==> src/rtl/imem_arbiter_if.sv <==
// imem_arbiter_if: fetch, loader and memory-array signals around the instruction memory arbiter
interface imem_arbiter_if #(
  parameter int DATA_WIDTH = 32,
  parameter int ADDR_WIDTH = 32,
  parameter int MEM_SIZE   = 1024
);
  localparam int IW = $clog2(MEM_SIZE);
  logic                  fetch_req_i;
  logic [ADDR_WIDTH-1:0] fetch_addr_i;
  logic                  fetch_gnt_o;
  logic                  fetch_rvalid_o;
  logic [DATA_WIDTH-1:0] fetch_rdata_o;
  logic                  ld_req_i;
  logic                  ld_we_i;
  logic [ADDR_WIDTH-1:0] ld_addr_i;
  logic [DATA_WIDTH-1:0] ld_wdata_i;
  logic                  ld_done_i;
  logic                  ld_gnt_o;
  logic                  ld_rvalid_o;
  logic [DATA_WIDTH-1:0] ld_rdata_o;
  logic                  mem_en_o;
  logic                  mem_we_o;
  logic [IW-1:0]         mem_index_o;
  logic [DATA_WIDTH-1:0] mem_wdata_o;
  logic [DATA_WIDTH-1:0] mem_rdata_i;
  logic                  core_halt_o;
  logic                  err_o;
  modport slave (
    input  fetch_req_i, fetch_addr_i, ld_req_i, ld_we_i, ld_addr_i, ld_wdata_i, ld_done_i, mem_rdata_i,
    output fetch_gnt_o, fetch_rvalid_o, fetch_rdata_o, ld_gnt_o, ld_rvalid_o, ld_rdata_o,
           mem_en_o, mem_we_o, mem_index_o, mem_wdata_o, core_halt_o, err_o
  );
  modport master (
    output fetch_req_i, fetch_addr_i, ld_req_i, ld_we_i, ld_addr_i, ld_wdata_i, ld_done_i, mem_rdata_i,
    input  fetch_gnt_o, fetch_rvalid_o, fetch_rdata_o, ld_gnt_o, ld_rvalid_o, ld_rdata_o,
           mem_en_o, mem_we_o, mem_index_o, mem_wdata_o, core_halt_o, err_o
  );
endinterface

==> src/rtl/imem_arbiter.sv <==
// imem_arbiter: boot gating, loader-priority arbitration with fetch anti-starvation, address checks
module imem_arbiter #(
  parameter int DATA_WIDTH   = 32,
  parameter int ADDR_WIDTH   = 32,
  parameter int MEM_SIZE     = 1024,
  parameter int STARVE_LIMIT = 4
) (
  input logic clk,
  input logic rst,
  imem_arbiter_if.slave bus
);
  localparam int IW = $clog2(MEM_SIZE);
  localparam logic [DATA_WIDTH-1:0] NOP = DATA_WIDTH'(32'h0000_0013);
  typedef enum logic {BOOT, RUN} state_t;
  state_t     state_q, state_d;
  logic [3:0] starve_q, starve_d;
  logic       f_pend_q, f_bad_q, l_pend_q, l_bad_q;
  logic       f_bad, l_bad, f_gnt, l_gnt;
  function automatic logic bad_addr(input logic [ADDR_WIDTH-1:0] a);
    return a[1:0] != 2'b00 || a[ADDR_WIDTH-1:2] >= (ADDR_WIDTH-2)'(MEM_SIZE);
  endfunction
  assign f_bad = bad_addr(bus.fetch_addr_i);
  assign l_bad = bad_addr(bus.ld_addr_i);
  always_comb begin
    state_d  = (state_q == BOOT && bus.ld_done_i) ? RUN : state_q;
    f_gnt    = !rst && state_q == RUN && bus.fetch_req_i &&
               (!bus.ld_req_i || starve_q >= 4'(STARVE_LIMIT));
    l_gnt    = !rst && bus.ld_req_i && !f_gnt;
    // only loader grants that leave a waiting fetch behind count toward starvation
    starve_d = f_gnt ? 4'd0 :
               (l_gnt && bus.fetch_req_i && state_q == RUN) ? starve_q + 4'd1 : starve_q;
  end
  always_ff @(posedge clk or posedge rst) begin
    if (rst) begin
      state_q  <= BOOT;
      starve_q <= '0;
      f_pend_q <= 1'b0;
      f_bad_q  <= 1'b0;
      l_pend_q <= 1'b0;
      l_bad_q  <= 1'b0;
    end else begin
      state_q  <= state_d;
      starve_q <= starve_d;
      f_pend_q <= f_gnt;
      f_bad_q  <= f_bad;
      l_pend_q <= l_gnt && !bus.ld_we_i;
      l_bad_q  <= l_bad;
    end
  end
  assign bus.fetch_gnt_o    = f_gnt;
  assign bus.ld_gnt_o       = l_gnt;
  assign bus.core_halt_o    = state_q == BOOT;
  assign bus.err_o          = (f_gnt && f_bad) || (l_gnt && l_bad);
  assign bus.mem_en_o       = (f_gnt && !f_bad) || (l_gnt && !l_bad);
  assign bus.mem_we_o       = l_gnt && bus.ld_we_i && !l_bad;
  assign bus.mem_index_o    = f_gnt ? bus.fetch_addr_i[IW+1:2] : l_gnt ? bus.ld_addr_i[IW+1:2] : '0;
  assign bus.mem_wdata_o    = (l_gnt && bus.ld_we_i) ? bus.ld_wdata_i : '0;
  assign bus.fetch_rvalid_o = f_pend_q;
  assign bus.fetch_rdata_o  = !f_pend_q ? '0 : f_bad_q ? NOP : bus.mem_rdata_i;
  assign bus.ld_rvalid_o    = l_pend_q;
  assign bus.ld_rdata_o     = (l_pend_q && !l_bad_q) ? bus.mem_rdata_i : '0;
endmodule

==> src/flat_wrapper.sv <==
// flat-port wrapper written by rule: the top's interface ports become plain ports
module imem_arbiter_flat 
#(
  parameter int DATA_WIDTH   = 32,
  parameter int ADDR_WIDTH   = 32,
  parameter int MEM_SIZE     = 1024,
  parameter int STARVE_LIMIT = 4
)
  (clk, rst, bus_fetch_req_i, bus_fetch_addr_i, bus_ld_req_i, bus_ld_we_i, bus_ld_addr_i, bus_ld_wdata_i, bus_ld_done_i, bus_mem_rdata_i, bus_fetch_gnt_o, bus_fetch_rvalid_o, bus_fetch_rdata_o, bus_ld_gnt_o, bus_ld_rvalid_o, bus_ld_rdata_o, bus_mem_en_o, bus_mem_we_o, bus_mem_index_o, bus_mem_wdata_o, bus_core_halt_o, bus_err_o);
  imem_arbiter_if #(.DATA_WIDTH(DATA_WIDTH), .ADDR_WIDTH(ADDR_WIDTH), .MEM_SIZE(MEM_SIZE)) bus_i ();
  input logic clk;
  input logic rst;
  input wire logic [$bits(bus_i.fetch_req_i)-1:0] bus_fetch_req_i;
  input wire logic [$bits(bus_i.fetch_addr_i)-1:0] bus_fetch_addr_i;
  input wire logic [$bits(bus_i.ld_req_i)-1:0] bus_ld_req_i;
  input wire logic [$bits(bus_i.ld_we_i)-1:0] bus_ld_we_i;
  input wire logic [$bits(bus_i.ld_addr_i)-1:0] bus_ld_addr_i;
  input wire logic [$bits(bus_i.ld_wdata_i)-1:0] bus_ld_wdata_i;
  input wire logic [$bits(bus_i.ld_done_i)-1:0] bus_ld_done_i;
  input wire logic [$bits(bus_i.mem_rdata_i)-1:0] bus_mem_rdata_i;
  output wire logic [$bits(bus_i.fetch_gnt_o)-1:0] bus_fetch_gnt_o;
  output wire logic [$bits(bus_i.fetch_rvalid_o)-1:0] bus_fetch_rvalid_o;
  output wire logic [$bits(bus_i.fetch_rdata_o)-1:0] bus_fetch_rdata_o;
  output wire logic [$bits(bus_i.ld_gnt_o)-1:0] bus_ld_gnt_o;
  output wire logic [$bits(bus_i.ld_rvalid_o)-1:0] bus_ld_rvalid_o;
  output wire logic [$bits(bus_i.ld_rdata_o)-1:0] bus_ld_rdata_o;
  output wire logic [$bits(bus_i.mem_en_o)-1:0] bus_mem_en_o;
  output wire logic [$bits(bus_i.mem_we_o)-1:0] bus_mem_we_o;
  output wire logic [$bits(bus_i.mem_index_o)-1:0] bus_mem_index_o;
  output wire logic [$bits(bus_i.mem_wdata_o)-1:0] bus_mem_wdata_o;
  output wire logic [$bits(bus_i.core_halt_o)-1:0] bus_core_halt_o;
  output wire logic [$bits(bus_i.err_o)-1:0] bus_err_o;
  assign bus_i.fetch_req_i = bus_fetch_req_i;
  assign bus_i.fetch_addr_i = bus_fetch_addr_i;
  assign bus_i.ld_req_i = bus_ld_req_i;
  assign bus_i.ld_we_i = bus_ld_we_i;
  assign bus_i.ld_addr_i = bus_ld_addr_i;
  assign bus_i.ld_wdata_i = bus_ld_wdata_i;
  assign bus_i.ld_done_i = bus_ld_done_i;
  assign bus_i.mem_rdata_i = bus_mem_rdata_i;
  assign bus_fetch_gnt_o = bus_i.fetch_gnt_o;
  assign bus_fetch_rvalid_o = bus_i.fetch_rvalid_o;
  assign bus_fetch_rdata_o = bus_i.fetch_rdata_o;
  assign bus_ld_gnt_o = bus_i.ld_gnt_o;
  assign bus_ld_rvalid_o = bus_i.ld_rvalid_o;
  assign bus_ld_rdata_o = bus_i.ld_rdata_o;
  assign bus_mem_en_o = bus_i.mem_en_o;
  assign bus_mem_we_o = bus_i.mem_we_o;
  assign bus_mem_index_o = bus_i.mem_index_o;
  assign bus_mem_wdata_o = bus_i.mem_wdata_o;
  assign bus_core_halt_o = bus_i.core_halt_o;
  assign bus_err_o = bus_i.err_o;
  imem_arbiter #(.DATA_WIDTH(DATA_WIDTH), .ADDR_WIDTH(ADDR_WIDTH), .MEM_SIZE(MEM_SIZE), .STARVE_LIMIT(STARVE_LIMIT)) u_core (.clk(clk), .rst(rst), .bus(bus_i));
endmodule
==> config.mk <==
export PLATFORM = sky130hd
export DESIGN_NAME = imem_arbiter_flat
export DESIGN_NICKNAME = d
export VERILOG_FILES = /design/src/rtl/imem_arbiter_if.sv /design/src/rtl/imem_arbiter.sv /design/src/flat_wrapper.sv
export SDC_FILE = /design/constraint.sdc
export NUM_CORES = 1
export LEC_CHECK = 0
export CAP_MARGIN = 20
export CORE_MARGIN = 8
export CORE_UTILIZATION = 18
export DETAILED_ROUTE_END_ITERATION = 8
export PLACE_DENSITY = 0.78
export SETUP_SLACK_MARGIN = 0.4
export SLEW_MARGIN = 10
export SYNTH_ARGS = -nofsm -noshare
export SYNTH_HDL_FRONTEND = slang
export SYNTH_SLANG_ARGS = --single-unit
==> constraint.sdc <==
create_clock -name clk -period 1.29 [get_ports clk]
set_input_delay 0.129 -clock clk [delete_from_list [all_inputs] [get_ports clk]]
set_output_delay 0.129 -clock clk [all_outputs]
set_load 0.05 [all_outputs]
* After elaboration in Yosys (flattened, before gate mapping) *
Index checks and enable logic that the tools add are counted.

word-level totals
  logic and storage cells = 50
  register bits = 9
  output and inout bits = 114
  input port bits = 134

operators by class
  mux-type cells = 8
  reductions and logical operators = 31
  bitwise logic cells = 1
  $lt $le $gt $ge = 3
  add/sub/neg operators = 1

operator list
  operator                                                              number
  2-to-1 mux 32 bit                                                     4
  greater-or-equal comparator 30 x 11 -> 1 bit (second input constant)  2
  2-to-1 mux 10 bit                                                     2
  logical AND 1 bit                                                     16
  2-to-1 mux 4 bit                                                      2
  zero test 1 bit                                                       7
  nonzero test 2 bit                                                    3
  logical OR 1 bit                                                      5
  adder 4 x 1 -> 4 bit (second input constant)                          1
  greater-or-equal comparator 4 x 3 -> 1 bit (second input constant)    1
  inverter 1 bit                                                        1

* Longest topological paths before layout *
  depth after elaboration = 10
  mapped depth = 5
  mapped depth without buffers = 5

* Least setup slack after synthesis *
OpenSTA, ideal clock, no wires.

  path type = register -> output
  start point = reg u_core.f_pend_q, in the netlist u_core.bus.fetch_rvalid_o
  end point = out bus_fetch_rdata_o[21]
  path buffers = 2
  arrival = 1,738 ps
  stages on the path, launching flop included = 5
  slack = -577 ps
  data required time = 1,161 ps
  path through = dfrtp_1 nor2b_1 clkbuf_1 clkbuf_1 and2_1

on the way
  word-level cells in the longest chain between the ends = 1

ends and longest elaborated chain
  element                   line                source
  start: declaration        imem_arbiter.sv:17  logic f_pend_q, f_bad_q, l_pend_q, l_bad_q;
  start signal: assignment  imem_arbiter.sv:44  f_pend_q <= f_gnt;
  2-to-1 mux 32 bit         imem_arbiter.sv:59  assign bus.fetch_rdata_o = !f_pend_q ? '0 : f_bad_q ? NOP : bus.mem_rdata_i;
  end: declaration          flat_wrapper.sv:23  output wire logic [$bits(bus_i.fetch_rdata_o)-1:0] bus_fetch_rdata_o;

No other way between the ends.

* Worst setup path after layout *
  start point = reg u_core.starve_q[2]
  end point = out bus_mem_wdata_o[23]

on the way
  word-level cells in the longest chain between the ends = 7

ends and longest elaborated chain
  element                                     line                source
  start: declaration                          imem_arbiter.sv:16  logic [3:0] starve_q, starve_d;
  start signal: assignment                    imem_arbiter.sv:43  starve_q <= starve_d;
  greater-or-equal comparator 4 x 3 -> 1 bit  imem_arbiter.sv:27  (!bus.ld_req_i || starve_q >= 4'(STARVE_LIMIT));
  logical OR 1 bit                            imem_arbiter.sv:27
  logical AND 1 bit                           imem_arbiter.sv:26  f_gnt = !rst && state_q == RUN && bus.fetch_req_i &&
  zero test 1 bit                             imem_arbiter.sv:28  l_gnt = !rst && bus.ld_req_i && !f_gnt;
  logical AND 1 bit                           imem_arbiter.sv:28
  logical AND 1 bit                           imem_arbiter.sv:57  assign bus.mem_wdata_o = (l_gnt && bus.ld_we_i) ? bus.ld_wdata_i : '0;
  2-to-1 mux 32 bit                           imem_arbiter.sv:57
  end: declaration                            flat_wrapper.sv:30  output wire logic [$bits(bus_i.mem_wdata_o)-1:0] bus_mem_wdata_o;

No other way between the ends.

==> flow_metrics.tcl <==
set metrics [dict create \
    status "finished with violations" \
    failed_checks "setup timing" \
    drtIter0Drc 57 \
    fin_skew_ns 0.00342 \
    power_per_cell_area_nw_per_um2 347 \
    synth-simple-area-share_pct 60.3 \
    synth_top_area_share_pct 29.6 \
    clk_latency_ns 0.23 \
    worst_slack_ns -0.498 \
    n_antenna_cell 0 \
    synth.distinct_cells 25 \
    viasPerCell 4.59 \
    r2r_start "u_core.starve_q[2]" \
    critPathArrivalTime_ns 1.66 \
    grt_pass1_wl_um 16200 \
    synth_area_leaders "and2_1 (30%), dfrtp_1 (17%), and3_1 (16%), a22o_1 (7.5%), nor4_1 (3.9%)" \
    synthAdderAreaFrac_pct 0.969 \
    crit_path_max_incr_delay_ns 0.40 \
    netSwitchingFraction_pct 35.8 \
    ys_async_sr_fraction_pct 100 \
    worstSetupPathType "flop to output pin" \
    placedCellCount 521 \
    htree_levels 1 \
    netlist_top_cells_count "and2_1 (61), and3_1 (33), a22o_1 (11)" \
    die_y_um 101 \
    drc 0 \
    num_vias 2486 \
    cts.sinks 9 \
    rsz0062_at_grt "true" \
    finalNonFillerCells 542 \
    coreArea_sq_um 7100 \
    io_buffers 247 \
    grt_overflow 0 \
    place_hpwl_um 9260 \
    fill_cells 346 \
    cts_tree "built" \
    dr.pass1.iters 4 \
    comb_power_share_pct 67.8 \
    hold_path_startpoint "bus_fetch_addr_i[15]" \
    synthesis.area_sq_um 1290 \
    finalHoldViolCount 0 \
    internal_power_w 0.00134 \
    num_io_pins 248 \
    crit_path_cell_trace "nor2_2 -> o21a_2 -> clkbuf_16 -> and3_4 -> buf_12" \
    path_buf_inv 2 \
    critPathLaunchType "flop" \
    synth_seq_area_share_pct 17.4 \
    track_usage_pct 21.0 \
    maxCapViolations 0 \
    critPathLaunch "u_core.starve_q[2]" \
    slew_violations 0 \
    synth_nets 305 \
    synth_top_family_by_area "simple AND/OR/NAND/NOR gates" \
    yosysTopAreaCell "and2_1" \
    synth.most_common_cell "and2_1" \
    fin_tns_setup_ns -33.42 \
    dieArea_sq_um 10100 \
    totalWireLength_um 12300 \
    min_path_type "primary input to flop" \
    row_count 31 \
    final.min_clock_period_ns 1.79 \
    crit_family "flip-flops" \
    slowest_stage "dfrtp_1" \
    syn_inst 170 \
    die_w_um 101 \
    fin_util_pct 84.8 \
    ant_nets 0 \
    gp_congestion 0.722 \
    cp_data_required_time_ns 1.16 \
    synth_compound_area_share_pct 13.2 \
    grt_pass1_vias 2822 \
    hold_buffers 0 \
    p_leak_nw 2.49 \
    synth_xor_area_share_pct 0.678 \
    drive_gt1_share_pct 71.8 \
    seqPwrFrac_pct 16.9 \
    syn_avg_cell_area_sq_um 7.60 \
    synth.mux.area_fraction_pct 0.775 \
    worst_pin_slew_ns 0.356 \
    start_util_pct 18.2 \
    yosysWarnings 0 \
    synth_edf_count 0 \
    antenna_found_initial 0 \
    fmax_ghz 0.559 \
    cp-end-kind "output pin" \
    cts-buffers-inserted 3 \
    cts-root-buf "clkbuf_8" \
    ys.flop_type "dfrtp_1" \
    fin_crit_sh_pct 139 \
    slew-limit-headroom_pct 76.3 \
    p_switching_w 0.000748 \
    ir_worst_vdd_mv 0.322 \
    grt_max_degree 27 \
    path_max_fanout 13 \
    wl_per_cell_um 22.6 \
    path_clk_slew_ns 0.04 \
    setup_violations 117 \
    design.final.nets 579 \
    ys_seq_elements 9 \
    clockBufferDepth 2 \
    p_clk_share_pct 15.2 \
    areaGrowthSynthToFinish_pct 366 \
]
placed cells by master (no fill, tap or decap), drive strengths merged:
cell,count
nand2,1
a41oi,1
or2,1
inv,5
clkdlybuf4s50,93
nand4,3
and3,33
a22o,11
nor2,4
ha,1
a211oi,1
buf,168
or4,2
mux2i,1
o21a,4
nor2b,5
xor2,1
dlygate4sd2,1
clkdlybuf4s15,10
nor4,10
o2bb2ai,1
dfrtp,9
and2,61
clkbuf,16
stage by stage:
step                      total power (W)  hold WS [ns]  instance area [sq um]  worst slack, ns
after floorplan                  0.000888       -0.0432                   1830           -0.244
after global routing              0.00220         0.356                   6020           -0.574
after global placement            0.00170         0.499                   5610           -0.617
after CTS                         0.00205         0.347                   5760           -0.466
after detailed placement          0.00174         0.512                   5610           -0.630
final                             0.00209         0.345                   6020           -0.498
worst min-delay path, stage by stage:
cell and delay, ns:
buf_2 0.08, or4_4 0.12, nor4_4 0.04, buf_4 0.13
inv_2 0.04
final cells by class:
type                    instances  area (sq um)  share of cell area (%)
well taps                      99           124                    2.06
inverters                       5          23.8                   0.395
repair buffers                284          4070                    67.5
multi-input cells             141          1540                    25.5
clock buffers                   4          45.0                   0.748
flip-flops and latches          9           228                    3.78
layer usage:
metal | global-route usage, % | up-vias | wire (um)
li1 | - | 1149 | -
met1 | 18.5 | 1172 | 3790
met2 | 43.2 | 151 | 6980
met3 | 7.67 | 14 | 1280
met4 | 4.65 | 0 | 222
met5 | 0 | - | 0
logic make-up (layout without fill, tap and decap cells):
group	Yosys count	count (layout)
compound gates	18	18
xor+xnor	1	1
fa+ha+maj	1	1
buf+inv	20	293
flops	9	9
mux	1	1
simple gates	120	120
power groups by stage:
stage          registers, W  logic, W  clock network [W]
2_1_floorplan      0.000361  0.000527                  0
3_3_place_gp       0.000350   0.00135                  0
3_5_place_dp       0.000355   0.00138                  0
4_1_cts            0.000351   0.00137           0.000323
5_1_grt            0.000357   0.00149           0.000352
6_report           0.000354   0.00142           0.000318
flip-flops by register name, summed over array words and instances (netlist names):
name / cells
u_core.starve_q: 4
u_core.bus.fetch_rvalid_o: 1
u_core.bus.ld_rvalid_o: 1
u_core.f_bad_q: 1
u_core.l_bad_q: 1
u_core.state_q: 1
path summary, 6_finish.rpt:
check                                         endpoint  slack (ns)  cells past startpoint
worst min register to register      u_core.starve_q[3]        0.58                      1
max in group asynchronous       u_core.bus.ld_rvalid_o        0.64                      3
worst min-delay path                    u_core.f_bad_q        0.34                      5
worst max register to register      u_core.starve_q[2]       -0.18                      6
min in group asynchronous               u_core.state_q        0.37                      3
worst max-delay path               bus_mem_wdata_o[23]       -0.50                      5
repair_timing:
action | CTS | global route
resized for setup | 122 | 37
endpoints found under the setup margin | 123 | 123
buffers inserted | 5 | 5
cloned | 2 | 5
pin swaps | 23 | 8
(Power assumes the default switching activity.)
